`config.mk`:
```
export PLATFORM = sky130hd
export DESIGN_NAME = ext_pulse_gen_flat
export DESIGN_NICKNAME = d
export VERILOG_FILES = /design/src/rtl/ext_pulse_pkg.sv /design/src/rtl/ext_pulse_gen_if.sv /design/src/rtl/ext_phase_timer.sv /design/src/rtl/ext_pulse_gen.sv /design/src/flat_wrapper.sv
export SDC_FILE = /design/constraint.sdc
export NUM_CORES = 1
export LEC_CHECK = 0
export BUFFER_PORTS_ARGS = -buffer_cell sky130_fd_sc_hd__buf_2
export CAP_MARGIN = 25
export CORE_MARGIN = 2
export CORE_UTILIZATION = 38
export CTS_CLUSTER_DIAMETER = 50
export DETAILED_ROUTE_END_ITERATION = 8
export SYNTH_ARGS = -nofsm -noshare
export SYNTH_HDL_FRONTEND = slang
export SYNTH_SLANG_ARGS = --single-unit
```
`constraint.sdc`:
```
create_clock -name CLK_IN -period 4.2 [get_ports CLK_IN]
set_input_delay 0.84 -clock CLK_IN [delete_from_list [all_inputs] [get_ports CLK_IN]]
set_output_delay 0.84 -clock CLK_IN [all_outputs]
set_load 0.1 [all_outputs]
```
`src/rtl/ext_pulse_pkg.sv`:
```
// Shared types and defaults for the D15 burst pulse generator.
package ext_pulse_pkg;

    localparam int DEF_CNT_W = 16;
    localparam int DEF_TIM_W = 16;

    typedef enum logic [1:0] {
        IDLE = 2'd0,
        HIGH = 2'd1,
        LOW  = 2'd2
    } state_t;

    // A programmed length of zero still yields a one-cycle phase.
    function automatic logic [DEF_TIM_W-1:0] phase_len(input logic [DEF_TIM_W-1:0] x);
        return (x == '0) ? DEF_TIM_W'(1) : x;
    endfunction

endpackage

```
`src/rtl/ext_pulse_gen_if.sv`:
```
// Host-side request/status bundle for ext_pulse_gen.
// abort_i exists only when EXT_PULSE_ABORT_EN is defined.
interface ext_pulse_gen_if
    import ext_pulse_pkg::*;
#(
    parameter int CNT_W = DEF_CNT_W,
    parameter int TIM_W = DEF_TIM_W
);
    logic             start_i;
    logic [CNT_W-1:0] count_i;
    logic [TIM_W-1:0] high_cycles_i;
    logic [TIM_W-1:0] low_cycles_i;
    logic             busy_o;
    logic             done_o;
    logic [CNT_W-1:0] pulses_sent_o;
`ifdef EXT_PULSE_ABORT_EN
    logic             abort_i;
`endif

    modport master (
`ifdef EXT_PULSE_ABORT_EN
        output abort_i,
`endif
        output start_i, count_i, high_cycles_i, low_cycles_i,
        input  busy_o, done_o, pulses_sent_o
    );

    modport slave (
`ifdef EXT_PULSE_ABORT_EN
        input  abort_i,
`endif
        input  start_i, count_i, high_cycles_i, low_cycles_i,
        output busy_o, done_o, pulses_sent_o
    );

endinterface

```
`src/rtl/ext_phase_timer.sv`:
```
// Reloadable down-counter timing both the HIGH and LOW phases.
module ext_phase_timer #(
    parameter int TIM_W = 16
) (
    input  logic             CLK_IN,
    input  logic             RESET_N_i,
    input  logic             load_i,
    input  logic [TIM_W-1:0] len_i,
    output logic             expire_o
);
    logic [TIM_W-1:0] cnt_q, cnt_d;

    // len_i is never zero, so len_i-1 cannot wrap even at the maximum value.
    always_comb begin
        cnt_d = cnt_q;
        if (load_i) begin
            cnt_d = len_i - TIM_W'(1);
        end else if (cnt_q != '0) begin
            cnt_d = cnt_q - TIM_W'(1);
        end
    end

    always_ff @(posedge CLK_IN or negedge RESET_N_i) begin
        if (!RESET_N_i) cnt_q <= '0;
        else            cnt_q <= cnt_d;
    end

    assign expire_o = (cnt_q == '0);

endmodule

```
`src/rtl/ext_pulse_gen.sv`:
```
// Burst pulse generator driving pin D15_o with N pulses of H high / L low cycles.
// Optional abort input enabled by defining EXT_PULSE_ABORT_EN.
module ext_pulse_gen
    import ext_pulse_pkg::*;
#(
    parameter int CNT_W = DEF_CNT_W,
    parameter int TIM_W = DEF_TIM_W
) (
    input  logic           CLK_IN,
    input  logic           RESET_N_i,
    ext_pulse_gen_if.slave bus,
    output logic           D15_o
);
    state_t           state_q;
    logic [CNT_W-1:0] count_q, sent_q;
    logic [TIM_W-1:0] h_len_q, l_len_q;
    logic             first_q, busy_q, done_q, d15_q;
    logic             abort_w, accept_w, more_w, tmr_load_w, tmr_expire_w;
    logic [TIM_W-1:0] h_in_w, l_in_w, tmr_len_w;

`ifdef EXT_PULSE_ABORT_EN
    assign abort_w = bus.abort_i;
`else
    assign abort_w = 1'b0;
`endif

    assign accept_w = (state_q == IDLE) && bus.start_i;
    assign more_w   = (sent_q < count_q);
    assign h_in_w   = TIM_W'(phase_len(DEF_TIM_W'(bus.high_cycles_i)));
    assign l_in_w   = TIM_W'(phase_len(DEF_TIM_W'(bus.low_cycles_i)));

    always_comb begin
        tmr_load_w = 1'b0;
        tmr_len_w  = h_len_q;
        unique case (state_q)
            IDLE: begin
                tmr_load_w = accept_w && (bus.count_i != '0);
                tmr_len_w  = h_in_w;
            end
            HIGH: begin
                tmr_load_w = tmr_expire_w;
                tmr_len_w  = l_len_q;
            end
            LOW: begin
                tmr_load_w = tmr_expire_w && more_w;
                tmr_len_w  = h_len_q;
            end
            default: ;
        endcase
    end

    ext_phase_timer #(.TIM_W(TIM_W)) u_timer (
        .CLK_IN    (CLK_IN),
        .RESET_N_i (RESET_N_i),
        .load_i    (tmr_load_w),
        .len_i     (tmr_len_w),
        .expire_o  (tmr_expire_w)
    );

    always_ff @(posedge CLK_IN or negedge RESET_N_i) begin
        if (!RESET_N_i) begin
            state_q <= IDLE;
            count_q <= '0;
            sent_q  <= '0;
            h_len_q <= TIM_W'(1);
            l_len_q <= TIM_W'(1);
            first_q <= 1'b0;
            busy_q  <= 1'b0;
            done_q  <= 1'b0;
            d15_q   <= 1'b0;
        end else begin
            done_q <= 1'b0;
            // The edge counter is bumped at the end of each pulse's first high cycle.
            if (first_q) begin
                first_q <= 1'b0;
                if (sent_q < count_q) sent_q <= sent_q + CNT_W'(1);
            end
            unique case (state_q)
                IDLE: begin
                    if (bus.start_i) begin
                        count_q <= bus.count_i;
                        h_len_q <= h_in_w;
                        l_len_q <= l_in_w;
                        sent_q  <= '0;
                        if (bus.count_i == '0) begin
                            done_q <= 1'b1;
                        end else begin
                            state_q <= HIGH;
                            d15_q   <= 1'b1;
                            busy_q  <= 1'b1;
                            first_q <= 1'b1;
                        end
                    end
                end
                HIGH: begin
                    if (abort_w) begin
                        state_q <= IDLE;
                        d15_q   <= 1'b0;
                        busy_q  <= 1'b0;
                        done_q  <= 1'b1;
                    end else if (tmr_expire_w) begin
                        state_q <= LOW;
                        d15_q   <= 1'b0;
                    end
                end
                LOW: begin
                    if (abort_w || (tmr_expire_w && !more_w)) begin
                        state_q <= IDLE;
                        d15_q   <= 1'b0;
                        busy_q  <= 1'b0;
                        done_q  <= 1'b1;
                    end else if (tmr_expire_w) begin
                        state_q <= HIGH;
                        d15_q   <= 1'b1;
                        first_q <= 1'b1;
                    end
                end
                default: state_q <= IDLE;
            endcase
        end
    end

    assign D15_o             = d15_q;
    assign bus.busy_o        = busy_q;
    assign bus.done_o        = done_q;
    assign bus.pulses_sent_o = sent_q;

endmodule
```
`src/flat_wrapper.sv`:
```
// flat-port wrapper written by rule: the top's interface ports become plain ports
module ext_pulse_gen_flat import ext_pulse_pkg::*;
#(
    parameter int CNT_W = DEF_CNT_W,
    parameter int TIM_W = DEF_TIM_W
)
  (CLK_IN, RESET_N_i, D15_o, bus_start_i, bus_count_i, bus_high_cycles_i, bus_low_cycles_i, bus_busy_o, bus_done_o, bus_pulses_sent_o);
  ext_pulse_gen_if #(.CNT_W(CNT_W), .TIM_W(TIM_W)) bus_i ();
  input  logic CLK_IN;
  input  logic RESET_N_i;
  output logic D15_o;
  input wire logic [$bits(bus_i.start_i)-1:0] bus_start_i;
  input wire logic [$bits(bus_i.count_i)-1:0] bus_count_i;
  input wire logic [$bits(bus_i.high_cycles_i)-1:0] bus_high_cycles_i;
  input wire logic [$bits(bus_i.low_cycles_i)-1:0] bus_low_cycles_i;
  output wire logic [$bits(bus_i.busy_o)-1:0] bus_busy_o;
  output wire logic [$bits(bus_i.done_o)-1:0] bus_done_o;
  output wire logic [$bits(bus_i.pulses_sent_o)-1:0] bus_pulses_sent_o;
  assign bus_i.start_i = bus_start_i;
  assign bus_i.count_i = bus_count_i;
  assign bus_i.high_cycles_i = bus_high_cycles_i;
  assign bus_i.low_cycles_i = bus_low_cycles_i;
  assign bus_busy_o = bus_i.busy_o;
  assign bus_done_o = bus_i.done_o;
  assign bus_pulses_sent_o = bus_i.pulses_sent_o;
  ext_pulse_gen #(.CNT_W(CNT_W), .TIM_W(TIM_W)) u_core (.CLK_IN(CLK_IN), .RESET_N_i(RESET_N_i), .bus(bus_i), .D15_o(D15_o));
endmodule
```
=== Word-level counts from Yosys, hierarchy flattened ===
Cells that the tools add are included.

* Bits in registers: 86
* Input port bits: 51

* $lt $le $gt $ge: 1
* Equal/unequal tests: 7
* Add/subtract/negate cells: 3
* Reduce and logical (&&, ||, !) cells: 19
* Muxes and demuxes: 33

{| class="wikitable"
|+ Operators by type and width
! cell !! count
|-
| $mux 16 || 8
|-
| $logic_not 16->1 || 4
|-
| $pmux 16 s2 || 1
|-
| $reduce_bool 16->1 || 2
|-
| $sub 16x1->16 const B || 2
|-
| $add 16x1->16 const B || 1
|-
| $lt 16x16->1 || 1
|-
| $mux 1 || 13
|-
| $mux 2 || 5
|-
| $reduce_and 4->1 || 2
|-
| $pmux 1 s2 || 3
|-
| $pmux 1 s3 || 2
|-
| $pmux 2 s3 || 1
|-
| $reduce_and 5->1 || 1
|-
| $logic_and 1x1->1 || 4
|-
| $ne 2x1->1 const B || 2
|-
| $ne 2x2->1 const B || 2
|-
| $reduce_bool 2->1 || 2
|-
| $ne 3x1->1 const B || 1
|-
| $reduce_bool 3->1 || 1
|-
| $eq 2x1->1 const B || 1
|-
| $eq 2x2->1 const B || 1
|-
| $logic_not 2->1 || 1
|-
| $reduce_and 2->1 || 1
|-
| $logic_not 1->1 || 1
|}

=== Longest topological paths before layout ===
Gate-level depths: netlist (run 1).

* Word-level depth: 5
* Gate-level depth with buffers: 19
* Depth with buffers taken out: 18

=== Cells and area by module ===
Synthesis (run 1) repeated with hierarchy kept, for this count alone.

* Cells, all modules: 554
* Area, all modules: 4837.1 um^2

{| class="wikitable"
|+ By module, submodules not included
! module !! area an instance (um^2) !! instances !! cells an instance !! seq. area each (um^2)
|-
| ext_pulse_gen || 3639.7 || 1 || 425 || 1754.2
|-
| ext_phase_timer || 1197.4 || 1 || 129 || 400.4
|}

=== Worst setup path before layout (run 1) ===
No wires, ideal clock.

* Kind: register to register
* Start point: register u_core.sent_q[1], in the netlist u_core.bus.pulses_sent_o[1]
* End point: register u_core.u_timer.cnt_q[12]
* Library setup time: 128 ps
* Required time: 4072 ps
* Arrival: 4348 ps
* Setup slack: -276 ps
* Cell stages (with the launch flop): 15
* Clock period less this slack: 4476 ps
* Path through: dfrtp_1 > ha_1 > a2111oi_1 > o311ai_2 > o21ai_1 > nand2_2 > buf_6 > a21oi_1 > ha_1 > nand4_1 > or3_1 > or4_1 > a21oi_2 > xnor2_1 > o22ai_1

* Word-level cells in the longest chain between the ends: 4
* Elaborated cells between the ends (all ways): 5
* Classes of those cells: 1 x order compare; 2 x mux; 2 x reduce/logical

{| class="wikitable"
|+ RTL lines
! what !! line !! RTL
|-
| start: declaration || ext_pulse_gen.sv:15 || <nowiki>logic [CNT_W-1:0] count_q, sent_q;</nowiki>
|-
| start signal: assignment || ext_pulse_gen.sv:76 || <nowiki>if (sent_q < count_q) sent_q <= sent_q + CNT_W'(1);</nowiki>
|-
| $lt 16x16->1 * || ext_pulse_gen.sv:28 || <nowiki>assign more_w = (sent_q < count_q);</nowiki>
|-
| $logic_and 1x1->1 * || ext_pulse_gen.sv:45 || <nowiki>tmr_load_w = tmr_expire_w && more_w;</nowiki>
|-
| $pmux 1 s3 * || ext_pulse_gen.sv:35 || <nowiki>unique case (state_q)</nowiki>
|-
| $mux 16 / $reduce_bool 2->1 (equally long branches) || n/a ||
|-
| end signal: assignment || ext_phase_timer.sv:25 || <nowiki>else cnt_q <= cnt_d;</nowiki>
|-
| end: declaration || ext_phase_timer.sv:11 || <nowiki>logic [TIM_W-1:0] cnt_q, cnt_d;</nowiki>
|}

Every way passes the cells marked *; elsewhere a longest branch is shown, timed or not.
A chain may end at the register's enable or synchronous reset.

=== Final worst setup path (run 1) ===
* Start point: register u_core.sent_q[15], in the netlist u_core.bus.pulses_sent_o[15]
* End point: register u_core.u_timer.cnt_q[12]

Same word-level chain as after synthesis.

==> summary.md, run 1 <==
| Metric | Value |
|---|---|
| CP max FO | 3 |
| Setup CP Type | reg2reg |
| Period utilization | 95.8% |
| Static Leak | 2.80 nW |
| Routed vias | 4391 |
| Flop2flop setup slack | 180 ps |
| Net switching fraction of the power | 20.5% |
| CTS tree | yes |
| Worst Tran Pin Value | 820 ps |
| RD Place Congestion | 0.939 |
| Worst rel slew slack | 45.3% |
| CTS root buf | clkbuf_16 |
| Die Span Y | 119 um |
| RSZ-0062 raised after global routing | false |
| HP Class | reg2reg |
| Main area contributors after synthesis | dfrtp_1 42%, nand2_1 10%, ha_1 4.2% |
| Peak supply drop | 0.188 mV |
| Starting density of the core | 38.5% |
| Synthesized flop and latch total | 86 |
| DRT Wirelength | 13.8 mm |
| Clk slew on worst S/H paths | 60 ps |
| Finished Layout Cells | 822 |
| Total CTS buffers | 9 |
| Hold_ws | 475 ps |
| Yosys top cell area share | 41.7% |
| Initial DRT Pass Iterations | 5 |
| # setup viols final | 0 |
| Syn Std Cell Area | 0.00504 sq mm |
| Crit path buf inv count | 0 |
| Placed cell count | 805 |
| Vias per inst | 5.34 |
| Number of synthesized flops with an enable pin | 0 |
| Crit-path cells | ha_1, nand4_1, or4_4, o311ai_4, o21ai_1, nand2_2, nor2_1, a21oi_1, ha_1, nand4_1, or3_1, or4_1, a21oi_2, xnor2_1, o22ai_1 |
| Combinational fraction of design power | 3.1% |
| Worst Setup End Kind | register |
| Cell Area, Placed | 0.00567 sq mm |
| I/O Buffers | 69 |
| Post-route ant nets | 0 |
| # rows | 42 |
| Post-Route Utilization | 46.3% |
| CTS H-tree lvls | 3 |
| Sequential-to-total area share from yosys stat | 42.7% |
| Detail Placement HPWL | 10.1 mm |
| Most frequent cell after synthesis | nand2_1 |
| Final setup margin | 176 ps |
| Fmax | 249 MHz |
| Slowest CP cell | or4_4 |
| Cell variety after synth | 70 |
| DR iter-0 viols | 293 |
| Syn Nets | 628 |
| PD cells | 304 mW/mm^2 |
| Syn Inst Count | 560 |
| Yosys warns | 0 |
| Delay-heaviest family, CP | simple AND/OR/NAND/NOR gates |
| Nets | 709 |
| Endpoints failing hold | 0 |
| I/O pins | 70 |
| Post-synth ARST share | 100% |
| Fin Setup TNS | 0 ps |
| Sink Count | 86 |
| Core outline area | 0.0131 sq mm |
| Total Power | 1.84 mW |
| Skew final | 7.04 ps |
| Inserted Diodes | 0 |
| Max Cap Viol | 0 |
| Run status | completed |
| Post-route DRC | 0 |
| Nature of the critical path startpoint | register |
| Grt ovf | 0 |
| Vias in the first global route | 4243 |
| Slowest Stage Delay on Critical Path | 600 ps |
| P&R area growth vs syn | 20.2% |
| DP Worst Slack | 111 ps |
| Seq pwr share | 44.9% |
| Crit path DAT | 4240 ps |
| Largest net degree at the start of global routing | 66 |
| Die area | 0.0142 sq mm |
| GRT Total Usage | 19.9% |
| Fraction of layout instances using a drive strength above 1 | 24.8% |
| P_sw | 0.379 mW |
| Wire per inst | 16.8 um |
| Chip width | 119 um |
| Cell accounting for the most synthesized area | dfrtp_1 |
| Bufs on Longest Clock Path | 2 |
| Dominant synthesized flop cell | dfrtp_1 |
| Period minus WS final | 4020 ps |
| Post-route cell area | 0.00606 sq mm |
| WP data required | 4420 ps |
| Hold buffer count at CTS | 0 |
| Initial antenna violation count | 0 |
| Slew Viols, Final | 0 |
| Worst-Skew Late Latency | 340 ps |
| Commonest cells post-synth | 136 x nand2_1, 84 x dfrtp_1, 35 x o21ai_0 |
| Syn Area/Cell | 9.00 sq um |
| Cell internal pwr | 1.46 mW |
| First-pass GRT wire length | 22.5 mm |
| Clock share of power | 52.0% |
[power groups by stage]
stage          Combinational (mW)  Sequential [mW]  Clock, mW
6_report                   0.0566            0.828      0.959
5_1_grt                    0.0640            0.827       1.01
4_1_cts                    0.0580            0.828      0.969
3_5_place_dp               0.0578            0.844          0
3_3_place_gp               0.0565            0.844          0
2_1_floorplan             0.00464            0.844          0
[per-layer routing]
layer	vias to the layer above	wire length [um]	track usage [%]
met4	0	165	6.32
met3	14	637	3.40
met5	-	0	0
met2	122	6200	30.1
li1	2142	-	-
met1	2113	6790	29.1
[flip-flops by register name (all words and copies together) (netlist names)]
register	count
u_core.l_len_q	16
u_core.bus.done_o	1
u_core.bus.pulses_sent_o	16
u_core.D15_o	1
u_core.bus.busy_o	1
u_core.count_q	16
u_core.state_q	2
u_core.h_len_q	16
u_core.u_timer.cnt_q	16
u_core.first_q	1
[cells in the final DEF (no fill, tap or decap), drive strengths merged, types with 6 or more instances in the layout]
master,n
nand2,137
o21ai,40
xnor2,13
mux2,9
inv,21
ha,17
mux2i,14
dfrtp,84
o22ai,8
or3,7
and3,6
nor2,36
nand4,14
buf,92
nor3,13
clkbuf,11
nor4,15
a21oi,23
xor2,13
nand3,8
[kinds of logic after synthesis]
family	after synthesis	share of synthesized area, %
buffers and inverters	42	4.00
adders and majority gates	17	4.22
xor gates and xnor gates	26	4.52
DFF	86	42.7
and+or+nand+nor	258	24.6
AOI/OAI and AO/OA	108	14.3
muxes	23	5.66
[worst register-to-register path: stages (launching register included)]
cell,delay (ps)
dfrtp_4,480
ha_1,320
nand4_1,190
or4_4,600
o311ai_4,270
o21ai_1,140
nand2_2,90
nor2_1,50
a21oi_1,140
ha_1,190
nand4_1,80
or3_1,410
or4_1,500
a21oi_2,200
xnor2_1,140
o22ai_1,100
[area by class of cell]
type                            count  area, sq um
Inverter                           20         75.1
Clock inverter                      5          104
Tap cell                          176          220
Sequential cell                    86         2180
Timing Repair Buffer               92          520
Multi-Input combinational cell    432         2710
Clock buffer                       11          253
Fill cell                        1258         7030
[worst paths after layout]
| kind | start | to | depth (start not counted) |
|---|---|---|---|
| worst max-delay path | u_core.bus.pulses_sent_o[15] | u_core.u_timer.cnt_q[12] | 15 |
| worst min-delay path | u_core.h_len_q[12] | u_core.h_len_q[12] | 2 |
| worst max register to register | u_core.bus.pulses_sent_o[15] | u_core.u_timer.cnt_q[12] | 15 |
| worst min register to register | u_core.h_len_q[12] | u_core.h_len_q[12] | 2 |
| max in group asynchronous | RESET_N_i | u_core.h_len_q[0] | 2 |
| min in group asynchronous | RESET_N_i | u_core.bus.pulses_sent_o[12] | 1 |
[repair_timing]
item                       4_1_cts  5_1_grt
setup endpoints to repair        0        4
setup buffers                    0        1
gates resized for setup          0        4
Power figures use the tool's default switching activity.
==> run 2, diff against run 1 <==
- clock period: 4.2 -> 4.1 ns (I/O delays scaled with it)
==> summary.md, run 2 (synthesized netlist as in run 1, its figures left out) <==
| Metric | Value |
|---|---|
| Seq pwr share | 47.0% (+2.1 points) |
| P_sw | 0.400 mW (+5.6%) |
| Endpoints failing hold | 0 (unchanged) |
| Nets | 707 (-0.28%) |
| Hold buffer count at CTS | 0 (unchanged) |
| Vias in the first global route | 4424 (+4.3%) |
| Net switching fraction of the power | 22.1% (+1.6 points) |
| Chip width | 119 um (unchanged) |
| Nature of the critical path startpoint | register |
| # setup viols final | 0 (unchanged) |
| WP data required | 4330 ps (-90 ps) |
| Most frequent cells in the layout | 136 x nand2_1, 68 x buf_2, 68 x dfrtp_1 |
| Delay-heaviest family, CP | simple AND/OR/NAND/NOR gates |
| Worst rel slew slack | 38.7% (-6.6 points) |
| Clock share of power | 49.8% (-2.2 points) |
| Crit path DAT | 4130 ps (-110 ps) |
| Setup CP Type | reg2reg |
| Reg area | 0.00220 sq mm (+1.1%) |
| DRT Wirelength | 13.6 mm (-1.2%) |
| Fillcell total | 1290 (+2.5%) |
| Cell internal pwr | 1.41 mW (-4.0%) |
| I/O pins | 70 (unchanged) |
| Worst Tran Pin Value | 919 ps (+98.8 ps) |
| Skew final | 9.00 ps (+1.96 ps) |
| Slowest CP cell | or4_4 |
| Combinational fraction of design power | 3.2% (about the same) |
| CP max FO | 4 (+1) |
| DR iter-0 viols | 236 (-19%) |
| Crit-path cells | ha_1, nand4_1, or4_4, o311ai_4, o21a_4, nor2_1, o22ai_2, ha_2, nand4_1, or3_1, or4_4, a21oi_2, xnor2_1, o22ai_1 |
| I/O Buffers | 69 (unchanged) |
| Detail Placement HPWL | 10.0 mm (-0.86%) |
| Grt ovf | 0 (unchanged) |
| Hold_ws | 476 ps (+1.20 ps) |
| CTS tree | yes |
| CTS root buf | clkbuf_16 |
| Period minus WS final | 3900 ps (-124 ps) |
| Bufs on Longest Clock Path | 2 (unchanged) |
| Period utilization | 95.1% (-0.70 points) |
| Crit path buf inv count | 0 (unchanged) |
| First-pass GRT wire length | 22.7 mm (+0.95%) |
| CTS H-tree lvls | 3 (unchanged) |
| Worst-Skew Late Latency | 350 ps (about the same) |
| Wire per inst | 16.6 um (-0.98%) |
| Post-route DRC | 0 (unchanged) |
| Slew Viols, Final | 0 (unchanged) |
| Worst Setup End Kind | register |
| GRT Total Usage | 20.2% (+0.28 points) |
| PD cells | 296 mW/mm^2 (-2.8%) |
| Vias per inst | 5.35 (+0.11%) |
| Slowest Stage Delay on Critical Path | 520 ps (-80 ps) |
| Sink Count | 86 (unchanged) |
| Static Leak | 2.78 nW (-0.56%) |
| Fraction of layout instances using a drive strength above 1 | 25.9% (+1.2 points) |
| Core outline area | 0.0131 sq mm (unchanged) |
| Largest net degree at the start of global routing | 80 (+21%) |
| P&R area growth vs syn | 21.2% |
| Routed vias | 4385 (-0.14%) |
| Fmax | 256 MHz (+3.2%) |
| Initial antenna violation count | 0 (unchanged) |
| # rows | 42 (unchanged) |
| Die area | 0.0142 sq mm (unchanged) |
| RD Place Congestion | 0.915 (-2.7%) |
| Most common cell after layout, fill and taps aside | nand2_1 |
| Total CTS buffers | 9 (unchanged) |
| Post-Route Utilization | 46.7% (+0.38 points) |
| Inserted Diodes | 0 (unchanged) |
| Starting density of the core | 38.5% (unchanged) |
| Initial DRT Pass Iterations | 5 (unchanged) |
| HP Class | reg2reg |
| Peak supply drop | 0.140 mV (-25%) |
| Clk slew on worst S/H paths | 70 ps (about the same) |
| Run status | completed |
| Max Cap Viol | 0 (unchanged) |
| Post-route ant nets | 0 (unchanged) |
| Multi-input gate area | 0.00279 sq mm (+2.7%) |
| Die Span Y | 119 um (unchanged) |
| Flop2flop setup slack | 200 ps (+20 ps) |
## run 2: cell types whose count changed in the layout (fill, tap and decap cells not counted), sizes merged
cell / change
clkbuf: -2
clkinvlp: +1
bufinv: -1
buf: -2
inv: -1
clkinv: +3
## run 2: power groups by stage
stage / logic (mW) / registers [mW] / clock network, mW
finish: 0.0581 / 0.848 / 0.899
global route: 0.0656 / 0.847 / 0.949
CTS: 0.0598 / 0.848 / 0.906
detailed placement: 0.0594 / 0.864 / 0
global placement: 0.0585 / 0.864 / 0
floorplan: 0.00476 / 0.865 / 0
## run 2: area by class of cell
| class | instances | share of cell area, % |
|---|---|---|
| Sequential cell | 86 | 36.0 |
| Inverter | 20 | 1.23 |
| Timing Repair Buffer | 90 | 8.27 |
| Clock buffer | 9 | 3.69 |
| Tap cell | 176 | 3.60 |
| Multi-Input combinational cell | 432 | 45.6 |
| Clock inverter | 7 | 1.62 |
## run 2: worst paths after layout
path | cells after the start | startpoint | end
setup / recovery | 14 | u_core.bus.pulses_sent_o[9] | u_core.u_timer.cnt_q[12]
hold / removal | 2 | u_core.h_len_q[12] | u_core.h_len_q[12]
setup reg to reg | 14 | u_core.bus.pulses_sent_o[9] | u_core.u_timer.cnt_q[12]
hold reg to reg | 2 | u_core.h_len_q[12] | u_core.h_len_q[12]
max in group asynchronous | 2 | RESET_N_i | u_core.h_len_q[0]
min in group asynchronous | 1 | RESET_N_i | u_core.bus.pulses_sent_o[15]
## run 2: metrics by stage
stage | cell area [sq um] | setup WS (ps) | power, mW | setup TNS, ps | std cells
detailed placement | 5750 | 0.536 | 0.924 | 0 | 802
floorplan | 5160 | 2.83 | 0.869 | 0 | 560
global placement | 5750 | 100 | 0.923 | 0 | 802
finish | 6110 | 201 | 1.81 | 0 | 820
global route | 6110 | -12.5 | 1.86 | -12.5 | 820
CTS | 6070 | 84.0 | 1.81 | 0 | 818
## run 2: repair_timing
action	4_1_cts	5_1_grt
setup buffers	0	2
setup endpoints to repair	0	4
resized for setup	0	4
## run 2: metal layers
layer | up-vias | global-route usage, % | share of wire, %
met5 | - | 0 | 0
li1 | 2138 | - | -
met1 | 2093 | 29.6 | 48
met2 | 135 | 29.2 | 44
met3 | 19 | 2.92 | 5.3
met4 | 0 | 9.75 | 2.6
## run 2: worst reg2reg max path: stages, from the launching register on
cell and delay (ps):
dfrtp_4 500, ha_1 310, nand4_1 120, or4_4 520, o311ai_4 360, o21a_4 190
nor2_1 60, o22ai_2 140, ha_2 210, nand4_1 90, or3_1 360, or4_4 500
a21oi_2 190, xnor2_1 140, o22ai_1 110
